===== src/rtl/fuzzy_pkg.sv =====
// Shared types and constants for the water-quality fuzzy inference blocks.
package fuzzy_pkg;

    typedef enum logic [1:0] {
        StIdle,
        StEval,
        StSelect,
        StDone
    } state_e;

    localparam int unsigned DefNumSets = 7;
    localparam int unsigned DefIdW     = 8;
    localparam int unsigned DefMuW     = 8;

    // Rule-map mode encodings
    localparam logic ModeInverted = 1'b0;  // k -> NUM_SETS+1-k
    localparam logic ModeDirect   = 1'b1;  // k -> k

    // Set IDs are 1-based; 0 and anything above the universe size are invalid
    function automatic logic id_is_invalid(input int unsigned id, input int unsigned num_sets);
        return (id == 0) || (id > num_sets);
    endfunction

endpackage


===== src/rtl/fuzzy_rule_map.sv =====
// Combinational antecedent-to-consequent set mapping with validity flag.
module fuzzy_rule_map
    import fuzzy_pkg::*;
#(
    parameter int unsigned NUM_SETS = DefNumSets,
    parameter int unsigned ID_W     = DefIdW
) (
    input  logic [ID_W-1:0] id_i,
    input  logic            mode_i,
    output logic [ID_W-1:0] cons_id_o,
    output logic            valid_o
);

    // Consequent is meaningless when valid_o is low; callers must gate on it
    always_comb begin
        valid_o = !id_is_invalid(32'(id_i), NUM_SETS);
        if (mode_i == ModeDirect) begin
            cons_id_o = id_i;
        end else begin
            cons_id_o = ID_W'(NUM_SETS + 1) - id_i;
        end
    end

endmodule


===== src/rtl/fuzzy_rule_engine.sv =====
// Multi-channel Mamdani rule engine: maps each channel's antecedent set to a
// consequent set, max-aggregates strengths per output set, then picks the
// dominant set (lowest ID wins ties).
module fuzzy_rule_engine
    import fuzzy_pkg::*;
#(
    parameter int unsigned NUM_INPUTS = 2,
    parameter int unsigned NUM_SETS   = DefNumSets,
    parameter int unsigned ID_W       = DefIdW,
    parameter int unsigned MU_W       = DefMuW
) (
    input  logic                     clk_i,
    input  logic                     rst_ni,
    input  logic                     in_valid_i,
    output logic                     in_ready_o,
    input  logic [NUM_INPUTS*ID_W-1:0] in_set_id_i,
    input  logic [NUM_INPUTS*MU_W-1:0] in_mu_i,
    input  logic                     mode_i,
    output logic                     out_valid_o,
    input  logic                     out_ready_i,
    output logic [ID_W-1:0]          out_set_id_o,
    output logic [NUM_SETS*MU_W-1:0] out_strength_o,
    output logic                     out_err_o
);

    // Wide enough for channel index 0..15 and set index 1..15
    localparam int unsigned CntW = 5;

    state_e                     state_q, state_d;
    logic [CntW-1:0]            cnt_q, cnt_d;
    logic [NUM_INPUTS*ID_W-1:0] set_id_q, set_id_d;
    logic [NUM_INPUTS*MU_W-1:0] mu_q, mu_d;
    logic                       mode_q, mode_d;
    logic [MU_W-1:0]            acc_q [NUM_SETS];
    logic [MU_W-1:0]            acc_d [NUM_SETS];
    logic                       err_q, err_d;
    logic [ID_W-1:0]            best_id_q, best_id_d;
    logic [MU_W-1:0]            best_mu_q, best_mu_d;
    logic [ID_W-1:0]            out_set_id_q, out_set_id_d;
    logic [NUM_SETS*MU_W-1:0]   out_strength_q, out_strength_d;
    logic                       out_err_q, out_err_d;

    logic [ID_W-1:0] ch_id;
    logic [MU_W-1:0] ch_mu;
    logic [ID_W-1:0] ch_cons;
    logic            ch_valid;
    logic [MU_W-1:0] sel_mu;

    // Select the channel under evaluation and the set under comparison
    always_comb begin
        ch_id  = '0;
        ch_mu  = '0;
        sel_mu = '0;
        for (int i = 0; i < NUM_INPUTS; i++) begin
            if (cnt_q == CntW'(i)) begin
                ch_id = set_id_q[i*ID_W +: ID_W];
                ch_mu = mu_q[i*MU_W +: MU_W];
            end
        end
        for (int s = 0; s < NUM_SETS; s++) begin
            if (cnt_q == CntW'(s + 1)) begin
                sel_mu = acc_q[s];
            end
        end
    end

    fuzzy_rule_map #(
        .NUM_SETS (NUM_SETS),
        .ID_W     (ID_W)
    ) u_rule_map (
        .id_i      (ch_id),
        .mode_i    (mode_q),
        .cons_id_o (ch_cons),
        .valid_o   (ch_valid)
    );

    // Next-state logic: accept, evaluate channels, select dominant set, hold result
    always_comb begin
        state_d        = state_q;
        cnt_d          = cnt_q;
        set_id_d       = set_id_q;
        mu_d           = mu_q;
        mode_d         = mode_q;
        acc_d          = acc_q;
        err_d          = err_q;
        best_id_d      = best_id_q;
        best_mu_d      = best_mu_q;
        out_set_id_d   = out_set_id_q;
        out_strength_d = out_strength_q;
        out_err_d      = out_err_q;

        unique case (state_q)
            StIdle: begin
                if (in_valid_i) begin
                    set_id_d = in_set_id_i;
                    mu_d     = in_mu_i;
                    mode_d   = mode_i;
                    for (int s = 0; s < NUM_SETS; s++) begin
                        acc_d[s] = '0;
                    end
                    err_d   = 1'b0;
                    cnt_d   = '0;
                    state_d = StEval;
                end
            end
            StEval: begin
                if (!ch_valid) begin
                    err_d = 1'b1;
                end else begin
                    for (int s = 0; s < NUM_SETS; s++) begin
                        if (ch_cons == ID_W'(s + 1) && ch_mu > acc_q[s]) begin
                            acc_d[s] = ch_mu;
                        end
                    end
                end
                if (cnt_q == CntW'(NUM_INPUTS - 1)) begin
                    cnt_d     = CntW'(1);
                    best_id_d = '0;
                    best_mu_d = '0;
                    state_d   = StSelect;
                end else begin
                    cnt_d = cnt_q + CntW'(1);
                end
            end
            StSelect: begin
                // Strict compare keeps the lower set ID on ties
                if (sel_mu > best_mu_q) begin
                    best_id_d = ID_W'(cnt_q);
                    best_mu_d = sel_mu;
                end
                if (cnt_q == CntW'(NUM_SETS)) begin
                    out_set_id_d = best_id_d;
                    for (int s = 0; s < NUM_SETS; s++) begin
                        out_strength_d[s*MU_W +: MU_W] = acc_q[s];
                    end
                    out_err_d = err_q;
                    state_d   = StDone;
                end else begin
                    cnt_d = cnt_q + CntW'(1);
                end
            end
            StDone: begin
                if (out_ready_i) begin
                    state_d = StIdle;
                end
            end
            default: state_d = StIdle;
        endcase
    end

    // State and datapath registers with synchronous active-low reset
    always_ff @(posedge clk_i) begin
        if (!rst_ni) begin
            state_q        <= StIdle;
            cnt_q          <= '0;
            set_id_q       <= '0;
            mu_q           <= '0;
            mode_q         <= 1'b0;
            for (int s = 0; s < NUM_SETS; s++) begin
                acc_q[s] <= '0;
            end
            err_q          <= 1'b0;
            best_id_q      <= '0;
            best_mu_q      <= '0;
            out_set_id_q   <= '0;
            out_strength_q <= '0;
            out_err_q      <= 1'b0;
        end else begin
            state_q        <= state_d;
            cnt_q          <= cnt_d;
            set_id_q       <= set_id_d;
            mu_q           <= mu_d;
            mode_q         <= mode_d;
            acc_q          <= acc_d;
            err_q          <= err_d;
            best_id_q      <= best_id_d;
            best_mu_q      <= best_mu_d;
            out_set_id_q   <= out_set_id_d;
            out_strength_q <= out_strength_d;
            out_err_q      <= out_err_d;
        end
    end

    assign in_ready_o     = (state_q == StIdle);
    assign out_valid_o    = (state_q == StDone);
    assign out_set_id_o   = out_set_id_q;
    assign out_strength_o = out_strength_q;
    assign out_err_o      = out_err_q;

endmodule


===== config.mk =====
export PLATFORM = sky130hd
export DESIGN_NAME = fuzzy_rule_engine
export DESIGN_NICKNAME = d
export VERILOG_FILES = /design/src/rtl/fuzzy_pkg.sv /design/src/rtl/fuzzy_rule_map.sv /design/src/rtl/fuzzy_rule_engine.sv
export SDC_FILE = /design/constraint.sdc
export NUM_CORES = 1
export LEC_CHECK = 0
export ABC_CLOCK_PERIOD_IN_PS = 4500
export BUFFER_PORTS_ARGS = -buffer_cell sky130_fd_sc_hd__buf_2
export CAP_MARGIN = 20
export CELL_PAD_IN_SITES_DETAIL_PLACEMENT = 1
export CELL_PAD_IN_SITES_GLOBAL_PLACEMENT = 2
export CORE_AREA = 2 2 168 170
export CTS_CLUSTER_SIZE = 40
export DETAILED_ROUTE_END_ITERATION = 7
export DIE_AREA = 0 0 170 172
export GPL_ROUTABILITY_DRIVEN = 1
export PLACE_DENSITY = 0.82
export REMOVE_ABC_BUFFERS = 1
export SETUP_SLACK_MARGIN = 0.4
export SLEW_MARGIN = 15
export SYNTH_ARGS = -nofsm -noshare
export SYNTH_HDL_FRONTEND = slang
export SYNTH_SLANG_ARGS = --single-unit

===== constraint.sdc =====
create_clock -name clk_i -period 4.5 [get_ports clk_i]
set_input_delay 0.225 -clock clk_i [delete_from_list [all_inputs] [get_ports clk_i]]
set_output_delay 0.225 -clock clk_i [all_outputs]
set_load 0.005 [all_outputs]

==> summary.md, run 1 <==
| Metric | Value |
|---|---|
| Number of flops mapped to enable cells by yosys | `0` |
| Crit path depth | `16` |
| CP Cell Sequence | `inv_1 -> ha_2 -> nand2_1 -> nor2_1 -> a211oi_1 -> a21oi_1 -> a221oi_1 -> o21ai_0 -> ha_1 -> nand3_1 -> nor2_1 -> a32o_1 -> or2_2 -> a21o_1 -> a22oi_1 -> a21oi_1` |
| Slew of the pin with the lowest slew margin | `slightly below 0.9 ns` |
| Top cell type by total area after synthesis | `dfxtp_1` |
| Seq/Total Area, Yosys | `a little under two fifths` |
| Routed vias | `between 8000 and 9000` |
| Final setup viols | `0` |
| IO Count | `around 100` |
| Number of port buffers | `roughly 100` |
| Initial antenna violation count | `0` |
| Core Region | `roughly 27000 sq um` |
| First-pass GRT wire length | `about 47 mm` |
| Max rail drop VDD | `around 270 uV` |
| Clk_skew | `0.0130 ns` |
| Clk sinks | `between 150 and 200` |
| Warnings, synthesis | `0` |
| Ranking of synthesized cells by area | `dfxtp_1, nand2_1, ha_1` |
| Run status | `finished, final reports clean` |
| Clock root buffer | `clkbuf_16` |
| Die Width | `around 170 microns` |
| CTS H-tree lvls | `4` |
| R2R Path End | `best_id_q[0]` |
| DR WL/cell | `18.3 microns` |
| Die Ht | `172 microns` |
| Design area | `between 10000 and 15000 sq um` |
| CP delay by family, top | `compound AO/OA/AOI/OAI gates` |
| Worst setup margin | `about 0.67 ns` |
| Most frequently used flop master after synthesis | `dfxtp_1` |
| Vias/cell | `around 5.3` |
| Reg-to-Reg Start | `cnt_q[1]` |
| Max Fclk | `about 260 MHz` |
| Place WS | `around 0.46 ns` |
| #FFs+latches synth | `178` |
| Worst skew pair latency | `between 0.4 and 0.5 ns` |
| Minimum clock period after layout | `roughly 3.8 ns` |
| Top-count cell post-synth | `nand2_1` |
| Worst Hold Class | `in2reg` |
| Slew Limit Fails | `0` |
| Setup crit end kind | `register` |
| Critical Path RT | `4.80 ns` |
| Clk buf depth | `2` |
| Net count, final | `roughly 1400` |
| Crit path largest cell delay | `around 0.46 ns` |
| Site Rows | `a little over 60` |
| Non-Filler Instances | `between 1500 and 2000` |
| CTS tree | `done` |
| Post-place instance area | `10300 sq um` |
| Total global-route track usage | `20.8%` |
| Post-DRT Antenna Nets | `0` |
| Worst Path Buf+Inv | `1` |
| Clock-pin slew on the worst setup and hold paths | `~0.08 ns` |
| Largest net degree at the start of global routing | `100` |
| Drt pass-1 iters | `4` |
| DR iter-0 viols | `approximately 460` |
| Number of buffers created by CTS | `17` |
| RSZ-0062 raised after global routing | `false` |
| Relative slew margins | `between 30% and 40%` |
| Hold Fails Final Rpt | `0` |
| Crit path launch | `cnt_q[1]` |
| Mapped Cells | `1179` |
| PD cells | `~450 nW/um^2` |
| Remaining Overflow, GRT | `0` |
| Post-layout util | `approximately two fifths` |
| Register-to-Register Setup Slack | `0.67 ns` |
| Vias in the first global route | `8644` |
| Crit path max-delay cell type | `dfxtp_1` |
| CP startpoint kind | `register` |
| Netlist cell types | `59` |
| Die area | `29200 sq um` |
| Share of the synthesized area in the top cell type | `between 30% and 40%` |
| Ratio of cells with drive above 1 in the final layout | `~15%` |
| Hold_buf cts | `0` |
| Reg2Reg Depth | `16` |
| Maxcap violations | `0` |
| Antenna diode count | `0` |
| DRC | `0` |
| Post-CTS Resized | `0` |
| LEAKAGE | `around 4.5 nW` |
| Synthesized area | `9420 sq um` |
| Initial core utilization | `between 30 and 40%` |
| Post-synth ARST share | `0%` |
| Mapped Avg Cell Area | `7.99 sq um` |
| Commonest cells in the netlist | `nand2_1, dfxtp_1, a21oi_1` |
| Setup Crit Path Kind | `reg2reg` |
| Routed wire length | `around 30 mm` |
| Area growth from synthesis to layout | `15.9%` |
| Dpl hpwl | `21.7 mm` |
| CP endpoint | `best_id_q[0]` |
| Post-CTS Setup Bufs | `0` |
| CP Max Fanout | `14` |
| GP Congestion | `slightly above 0.9` |
| Placed Cells | `about 1600` |
| WP data arrival | `slightly above 4 ns` |
| Period utilization | `between 80% and 90%` |
worst min path at each step:
stage | slack (ns) | from | to | cells after the start
2_1_floorplan | 0.34 | rst_ni | cnt_q[0] | 1
3_3_place_gp | 0.44 | out_strength_o[46] | out_strength_o[46] | 2
3_5_place_dp | 0.44 | out_strength_o[24] | out_strength_o[24] | 2
4_1_cts | 0.01 | in_mu_i[4] | mu_q[4] | 3
5_1_grt | 0.01 | in_mu_i[2] | mu_q[2] | 3
6_report | 0.02 | in_mu_i[4] | mu_q[4] | 3
report_power, final:
part           switching [mW]  internal [mW]  leakage [nW]
Combinational            1.06          0.575          2.79
Sequential             0.0585           1.64          1.44
Clock                   0.717          0.836         0.279
layout make-up:
type                            instances  area (sq um)
Fill cell                            3349         16600
Inverter                               68           256
Tap cell                              346           433
Timing Repair Buffer                  130           749
Clock inverter                         15           171
Multi-Input combinational cell        866          5310
Clock buffer                           17           425
Sequential cell                       178          3560
metal layers:
metal	global-route usage [%]	wire [microns]	share of wire (%)	up-vias
met4	5.65	548	1.8	0
met5	0	0	0	-
met2	35.8	14100	48	165
li1	-	-	-	4214
met3	3.48	1090	3.7	36
met1	27.0	13900	47	4119
cells in the final DEF (no fill, tap or decap), drive strengths merged, types with 15 or more instances in the layout:
master / instances
a211oi: 15
a21oi: 153
buf: 130
clkbuf: 17
dfxtp: 178
ha: 74
inv: 74
mux2i: 62
nand2: 304
nand3: 15
nand4: 17
nor2: 61
o21ai: 34
sequential cells by signal, indices dropped and copies added (netlist names):
signal and cells:
acc_q 56, out_strength_o 56, mu_q 16, set_id_q 16, best_id_q 8, best_mu_q 8
out_set_id_o 8, cnt_q 5, state_q 2, err_q 1, mode_q 1, out_err_o 1
through the flow:
stage	total power [mW]	TNS (ns)	hold slack, ns
floorplan	2.81	-0.472	0.343
global placement	3.31	0	0.440
detailed placement	3.36	0	0.445
CTS	4.92	0	0.0101
global route	5.19	0	0.0149
finish	4.90	0	0.0160
cell families (layout without fill, tap and decap cells):
group,Yosys count,after routing,synth area share [%]
adders and majority gates,74,74,9.83
buffers and inverters,135,230,6.22
AOI/OAI and AO/OA,274,274,17.5
and+or+nand+nor,452,452,21.6
xor gates and xnor gates,4,4,0.372
muxes,62,62,6.59
DFF,178,178,37.8
worst reg2reg max path, delay by kind of cell (launching register included):
kind | cells | cell delay (ns)
buf+inv | 1 | 0.13
compound gates | 8 | 1.69
flops | 1 | 0.46
fa+ha+maj | 2 | 0.63
simple gates | 5 | 0.79
Power figures use the tool's default switching activity.
==> inputs of run 2 (changes only) <==
--- a/config.mk
+++ b/config.mk
@@ -16,7 +16,6 @@
 export DIE_AREA = 0 0 170 172
 export GPL_ROUTABILITY_DRIVEN = 1
 export PLACE_DENSITY = 0.82
-export REMOVE_ABC_BUFFERS = 1
 export SETUP_SLACK_MARGIN = 0.4
 export SLEW_MARGIN = 15
 export SYNTH_ARGS = -nofsm -noshare
==> run 2 against run 1 <==
Against the previous run: register-to-register slack worse by 0.02 ns; total power up 0.19%; via count up 0.54%; clock power about the same; utilization up 0.31 points.
==> summary.md, run 2 (synthesis results as in run 1) <==
| Metric | Value |
|---|---|
| Crit path largest cell delay | `0.42 ns` |
| Routed wire length | `about 30 mm` |
| Setup TNS | `0 ns` |
| Drt pass-1 iters | `5` |
| Seq pwr share | `a little over a third` |
| Dpl hpwl | `~22 mm` |
| Hold Fails Final Rpt | `0` |
| Net count, final | `1386` |
| Maxcap violations | `0` |
| DR iter-0 viols | `between 400 and 500` |
| Setup crit end kind | `register` |
| WP data arrival | `slightly above 4 ns` |
| Antenna diode count | `0` |
| Ratio of cells with drive above 1 in the final layout | `between 10% and 20%` |
| Area growth from synthesis to layout | `16.8%` |
| RSZ-0062 raised after global routing | `true` |
| Net Count, Synth | `approximately 1300` |
| CP Cell Sequence | `inv_1 -> ha_2 -> nor2_1 -> a211oi_1 -> a21oi_1 -> a221oi_1 -> o21ai_0 -> ha_1 -> nand3_1 -> nor2_1 -> a32o_1 -> or2_2 -> a21o_1 -> a22oi_1 -> a21oi_1` |
| Worst Hold Class | `in2reg` |
| GP Congestion | `between 0.8 and 0.9` |
| Site Rows | `61` |
| Gate power share | `33.9%` |
| Routed vias | `about 8600` |
| Clock power share | `a little under a third` |
| Sw frac | `36.6%` |
| Reg2Reg Depth | `15` |
| Relative slew margins | `38.2%` |
| Largest net degree at the start of global routing | `73` |
| Clk buf depth | `2` |
| Clock-pin slew on the worst setup and hold paths | `0.07 ns` |
| Setup Crit Path Kind | `reg2reg` |
| Initial core utilization | `34.3%` |
| Max Fclk | `260 MHz` |
| Die Width | `~170 microns` |
| Vias/cell | `approximately 5.3` |
| Worst Path Buf+Inv | `1` |
| Final setup viols | `0` |
| Slew of the pin with the lowest slew margin | `0.925 ns` |
| Worst Hold End | `set_id_q[6]` |
| Run status | `finished, final reports clean` |
| Clk sinks | `~180` |
| Die area | `about 29000 sq um` |
| Period utilization | `about 85%` |
| Number of port buffers | `103` |
| IO Count | `about 100` |
| Final hold slack | `around 0.018 ns` |
| Crit path max-delay cell type | `ha_2` |
| Post-DRT Antenna Nets | `0` |
| Worst skew pair latency | `about 0.45 ns` |
| LEAKAGE | `4.56 nW` |
| Slew Limit Fails | `0` |
| Most frequent cells in the layout | `nand2_1, dfxtp_1, a21oi_1` |
| Min-delay src | `in_set_id_i[6]` |
| Reg-to-Reg Start | `cnt_q[0]` |
| Number of buffers created by CTS | `17` |
| Core Region | `around 27000 sq um` |
| CP Max Fanout | `18` |
| Vias in the first global route | `8500` |
| DR WL/cell | `18.2 microns` |
| Remaining Overflow, GRT | `0` |
| Register-to-Register Setup Slack | `~0.65 ns` |
| CP startpoint kind | `register` |
| CP delay by family, top | `compound AO/OA/AOI/OAI gates` |
| Critical Path RT | `between 4 and 5 ns` |
| Minimum clock period after layout | `a little under 4 ns` |
| Sw Pwr | `1.79 mW` |
| Clock root buffer | `clkbuf_16` |
| DRC | `0` |
| Die Ht | `~170 microns` |
| First-pass GRT wire length | `between 40 and 50 mm` |
| PD cells | `roughly 450 nW/um^2` |
| Worst hold stages | `3` |
| CTS tree | `done` |
| Total internal power | `just over 3 mW` |
| Clk_skew | `0.0151 ns` |
| Total global-route track usage | `21.1%` |
| CTS H-tree lvls | `4` |
| Max rail drop VDD | `228 uV` |
| Initial antenna violation count | `0` |
| Commonest non-fill, non-tap cell in the layout | `nand2_1` |
| R2R Path End | `best_id_q[0]` |
[run 2: worst max-delay path by stage]
stage                        start            to  slack (ns)  cells after the start
after floorplan           cnt_q[1]  best_mu_q[1]        0.62                     21
after global placement    cnt_q[1]      acc_q[4]        0.68                     14
after detailed placement  cnt_q[0]  best_id_q[0]        0.57                     15
after CTS                 cnt_q[1]     acc_q[17]        0.47                     17
after global routing      cnt_q[1]     acc_q[17]        0.38                     15
final                     cnt_q[0]  best_id_q[0]        0.65                     15
[run 2: timing repair]
action,4_1_cts,5_1_grt
hold buffers,6,0
resized for setup,0,3
setup endpoints to repair,0,71
hold endpoints to repair,6,0
setup buffers,0,0
[run 2: worst reg2reg max path: stages, from the launching register on]
cell and delay (ns):
dfxtp_1 0.35, inv_1 0.18, ha_2 0.42, nor2_1 0.10
a211oi_1 0.28, a21oi_1 0.08, a221oi_1 0.32, o21ai_0 0.23
ha_1 0.35, nand3_1 0.13, nor2_1 0.06, a32o_1 0.27
or2_2 0.42, a21o_1 0.27, a22oi_1 0.15, a21oi_1 0.08
[run 2: metrics by stage]
stage	instance area (sq um)	worst slack, ns	total power, mW	utilization (%)	instances
after detailed placement	10300	0.568	3.39	37.6	1596
final	11000	0.653	4.90	40.0	1634
after floorplan	9420	0.621	2.87	-	1179
after global routing	11000	0.378	5.20	40.0	1634
after CTS	11000	0.466	4.95	40.0	1634
after global placement	10300	0.675	3.34	37.5	1595
[run 2: layout make-up]
class	instances	area (sq um)
Clock buffer	22	474
Clock inverter	10	125
Fill cell	3406	16500
Inverter	68	256
Multi-Input combinational cell	866	5300
Sequential cell	178	3560
Tap cell	346	433
Timing Repair Buffer	144	846
[run 2: power groups by stage]
stage | clock, mW | combinational (mW) | sequential (mW)
after CTS | 1.58 | 1.66 | 1.71
after detailed placement | 0 | 1.65 | 1.74
after floorplan | 0 | 1.15 | 1.72
after global routing | 1.64 | 1.85 | 1.72
final | 1.54 | 1.66 | 1.71
after global placement | 0 | 1.60 | 1.74
[run 2: per-layer routing]
metal  up-vias  GRT usage (%)  routed length (microns)
li1       4237              -                        -
met1      4138           28.6                    14400
met2       166           34.2                    13500
met3        39           4.01                     1290
met4         0           5.76                      497
met5         -              0                        0
==> inputs of run 3 (changes only) <==
--- a/config.mk
+++ b/config.mk
@@ -5,7 +5,7 @@
 export SDC_FILE = /design/constraint.sdc
 export NUM_CORES = 1
 export LEC_CHECK = 0
-export ABC_CLOCK_PERIOD_IN_PS = 4500
+export ABC_CLOCK_PERIOD_IN_PS = 4100
 export BUFFER_PORTS_ARGS = -buffer_cell sky130_fd_sc_hd__buf_2
 export CAP_MARGIN = 20
 export CELL_PAD_IN_SITES_DETAIL_PLACEMENT = 1
==> constraint.sdc (replaced) <==
create_clock -name clk_i -period 4.1 [get_ports clk_i]
set_input_delay 0.205 -clock clk_i [delete_from_list [all_inputs] [get_ports clk_i]]
set_output_delay 0.205 -clock clk_i [all_outputs]
set_load 0.005 [all_outputs]
==> run 3 against run 2 <==
Against the previous run: largest power group is now combinational logic; utilization rose by 0.79 points; highest routed layer unchanged; first-iteration DRC count rose by 60%; die area did not move; worst setup slack got worse by 0.078 ns; via count rose by 1.4%; non-clock buffer count rose by 9; total power rose by 13%; combinational power rose by 14%; clock skew rose by 0.00068 ns.
==> summary.md, run 3 (synthesis results as in run 1) <==
| Metric | Value |
|---|---|
| Post-place instance area | `around 10000 sq um` |
| GP Congestion | `approximately 0.9` |
| Core Region | `between 20000 and 30000 sq um` |
| Net Count, Synth | `roughly 1300` |
| IO Count | `104` |
| Register-to-Register Setup Slack | `~0.57 ns` |
| WP data arrival | `approximately 3.8 ns` |
| Net count, final | `around 1400` |
| Clk buf depth | `2` |
| Maxcap violations | `0` |
| Hold Fails Final Rpt | `0` |
| Initial core utilization | `around a third` |
| Place WS | `roughly 0.055 ns` |
| RSZ-0062 raised after global routing | `true` |
| Most frequent cells in the layout | `nand2_1, dfxtp_1, a21oi_1` |
| Slew Limit Fails | `0` |
| Worst skew pair latency | `0.44 ns` |
| First-pass GRT wire length | `slightly below 50 mm` |
| CP startpoint kind | `register` |
| Number of buffers created by CTS | `17` |
| Final setup viols | `0` |
| Vias/cell | `between 5 and 6` |
| Drt pass-1 iters | `5` |
| Vias in the first global route | `8597` |
| Reg2Reg Depth | `16` |
| Routed wire length | `30.8 mm` |
| Worst setup margin | `0.575 ns` |
| Relative slew margins | `~42%` |
| Clock-pin slew on the worst setup and hold paths | `0.07 ns` |
| Ratio of cells with drive above 1 in the final layout | `about 16%` |
| Clk sinks | `178` |
| # fillers | `around 3300` |
| LEAKAGE | `4.65 nW` |
| Setup TNS | `0 ns` |
| Remaining Overflow, GRT | `0` |
| Dpl hpwl | `roughly 22 mm` |
| Total global-route track usage | `21.4%` |
| Max Fclk | `between 200 and 300 MHz` |
| Minimum clock period after layout | `around 3.5 ns` |
| CP Max Fanout | `17` |
| Max rail drop VDD | `approximately 260 uV` |
| Slew of the pin with the lowest slew margin | `roughly 0.87 ns` |
| PD cells | `about 490 nW/um^2` |
| Site Rows | `61` |
| Design area | `around 11000 sq um` |
| Worst Hold Class | `in2reg` |
| Setup crit end kind | `register` |
| CTS H-tree lvls | `4` |
| Area growth from synthesis to layout | `19.1%` |
| Initial antenna violation count | `0` |
| Die Width | `170 microns` |
| DR iter-0 viols | `around 650` |
| Commonest non-fill, non-tap cell in the layout | `nand2_1` |
| Antenna diode count | `0` |
| DRC | `0` |
| DR WL/cell | `18.7 microns` |
| Worst hold stages | `3` |
| Final hold slack | `between 0.01 and 0.015 ns` |
| Post-DRT Antenna Nets | `0` |
| Largest net degree at the start of global routing | `between 70 and 80` |
| Clock root buffer | `clkbuf_16` |
| Post-layout util | `40.8%` |
| Setup Crit Path Kind | `reg2reg` |
| CTS tree | `done` |
| Period utilization | `a little under nine tenths` |
| Post-CTS Setup Bufs | `0` |
| Routed vias | `about 8700` |
| Die Ht | `about 170 microns` |
| Critical Path RT | `around 4.4 ns` |
| Run status | `finished, final reports clean` |
| Die area | `about 30000 sq um` |
| Number of port buffers | `about 100` |
| Clk_skew | `between 0.015 and 0.02 ns` |
run 3: changes by cell type in the layout (fill, tap and decap cells not counted), sizes merged:
cell / delta
dlygate4sd3: +12
inv: -2
bufinv: +2
clkinvlp: -2
buf: -3
clkbuf: +2
run 3: timing repair:
action / 4_1_cts / 5_1_grt
hold buffers: 18 / 0
resized for setup: 15 / 15
pin swaps: 0 / 1
hold endpoints to repair: 18 / 0
endpoints found under the setup margin: 80 / 72
run 3: per-layer routing:
metal,vias up,share of wire [%],track usage [%]
met5,-,0,0
met4,0,2.7,7.36
met3,58,4.8,3.82
met2,202,44,34.2
met1,4182,48,29.2
li1,4257,-,-
run 3: final cells by class:
type	count	area [sq um]	share of cell area (%)
multi-input combinational	866	5400	48.1
sequential	178	3570	31.8
timing repair buffer	153	943	8.41
clock buffer	24	462	4.12
tap	346	433	3.86
inverter	68	256	2.29
clock inverter	8	153	1.36
run 3: worst max-delay path, stage by stage, from the launching register on:
cell and delay, ns:
dfxtp_2 0.39, inv_1 0.15, ha_4 0.27, nand2_1 0.10
nor2_1 0.05, a211oi_2 0.26, a21oi_1 0.07, a221oi_1 0.35
o21ai_1 0.18, ha_1 0.32, nand3_1 0.11, nor2_1 0.05
a32o_1 0.28, or2_4 0.32, a21o_1 0.24, a22oi_1 0.15
a21oi_1 0.08
run 3: power breakdown:
group	internal (mW)	switching, mW	total (mW)
clock network	1.04	0.726	1.77
logic	0.683	1.21	1.90
registers	1.81	0.0709	1.88
run 3: metrics by stage:
step / power [mW] / std cells
floorplan: 3.15 / 1179
finish: 5.54 / 1643
global route: 5.84 / 1643
CTS: 5.54 / 1643
detailed placement: 3.74 / 1593
global placement: 3.71 / 1593
run 3: worst paths after layout:
check,start,end
hold / removal,in_mu_i[9],mu_q[9]
hold reg to reg,out_strength_o[50],out_strength_o[50]
setup / recovery,cnt_q[1],best_id_q[0]
setup reg to reg,cnt_q[1],best_id_q[0]
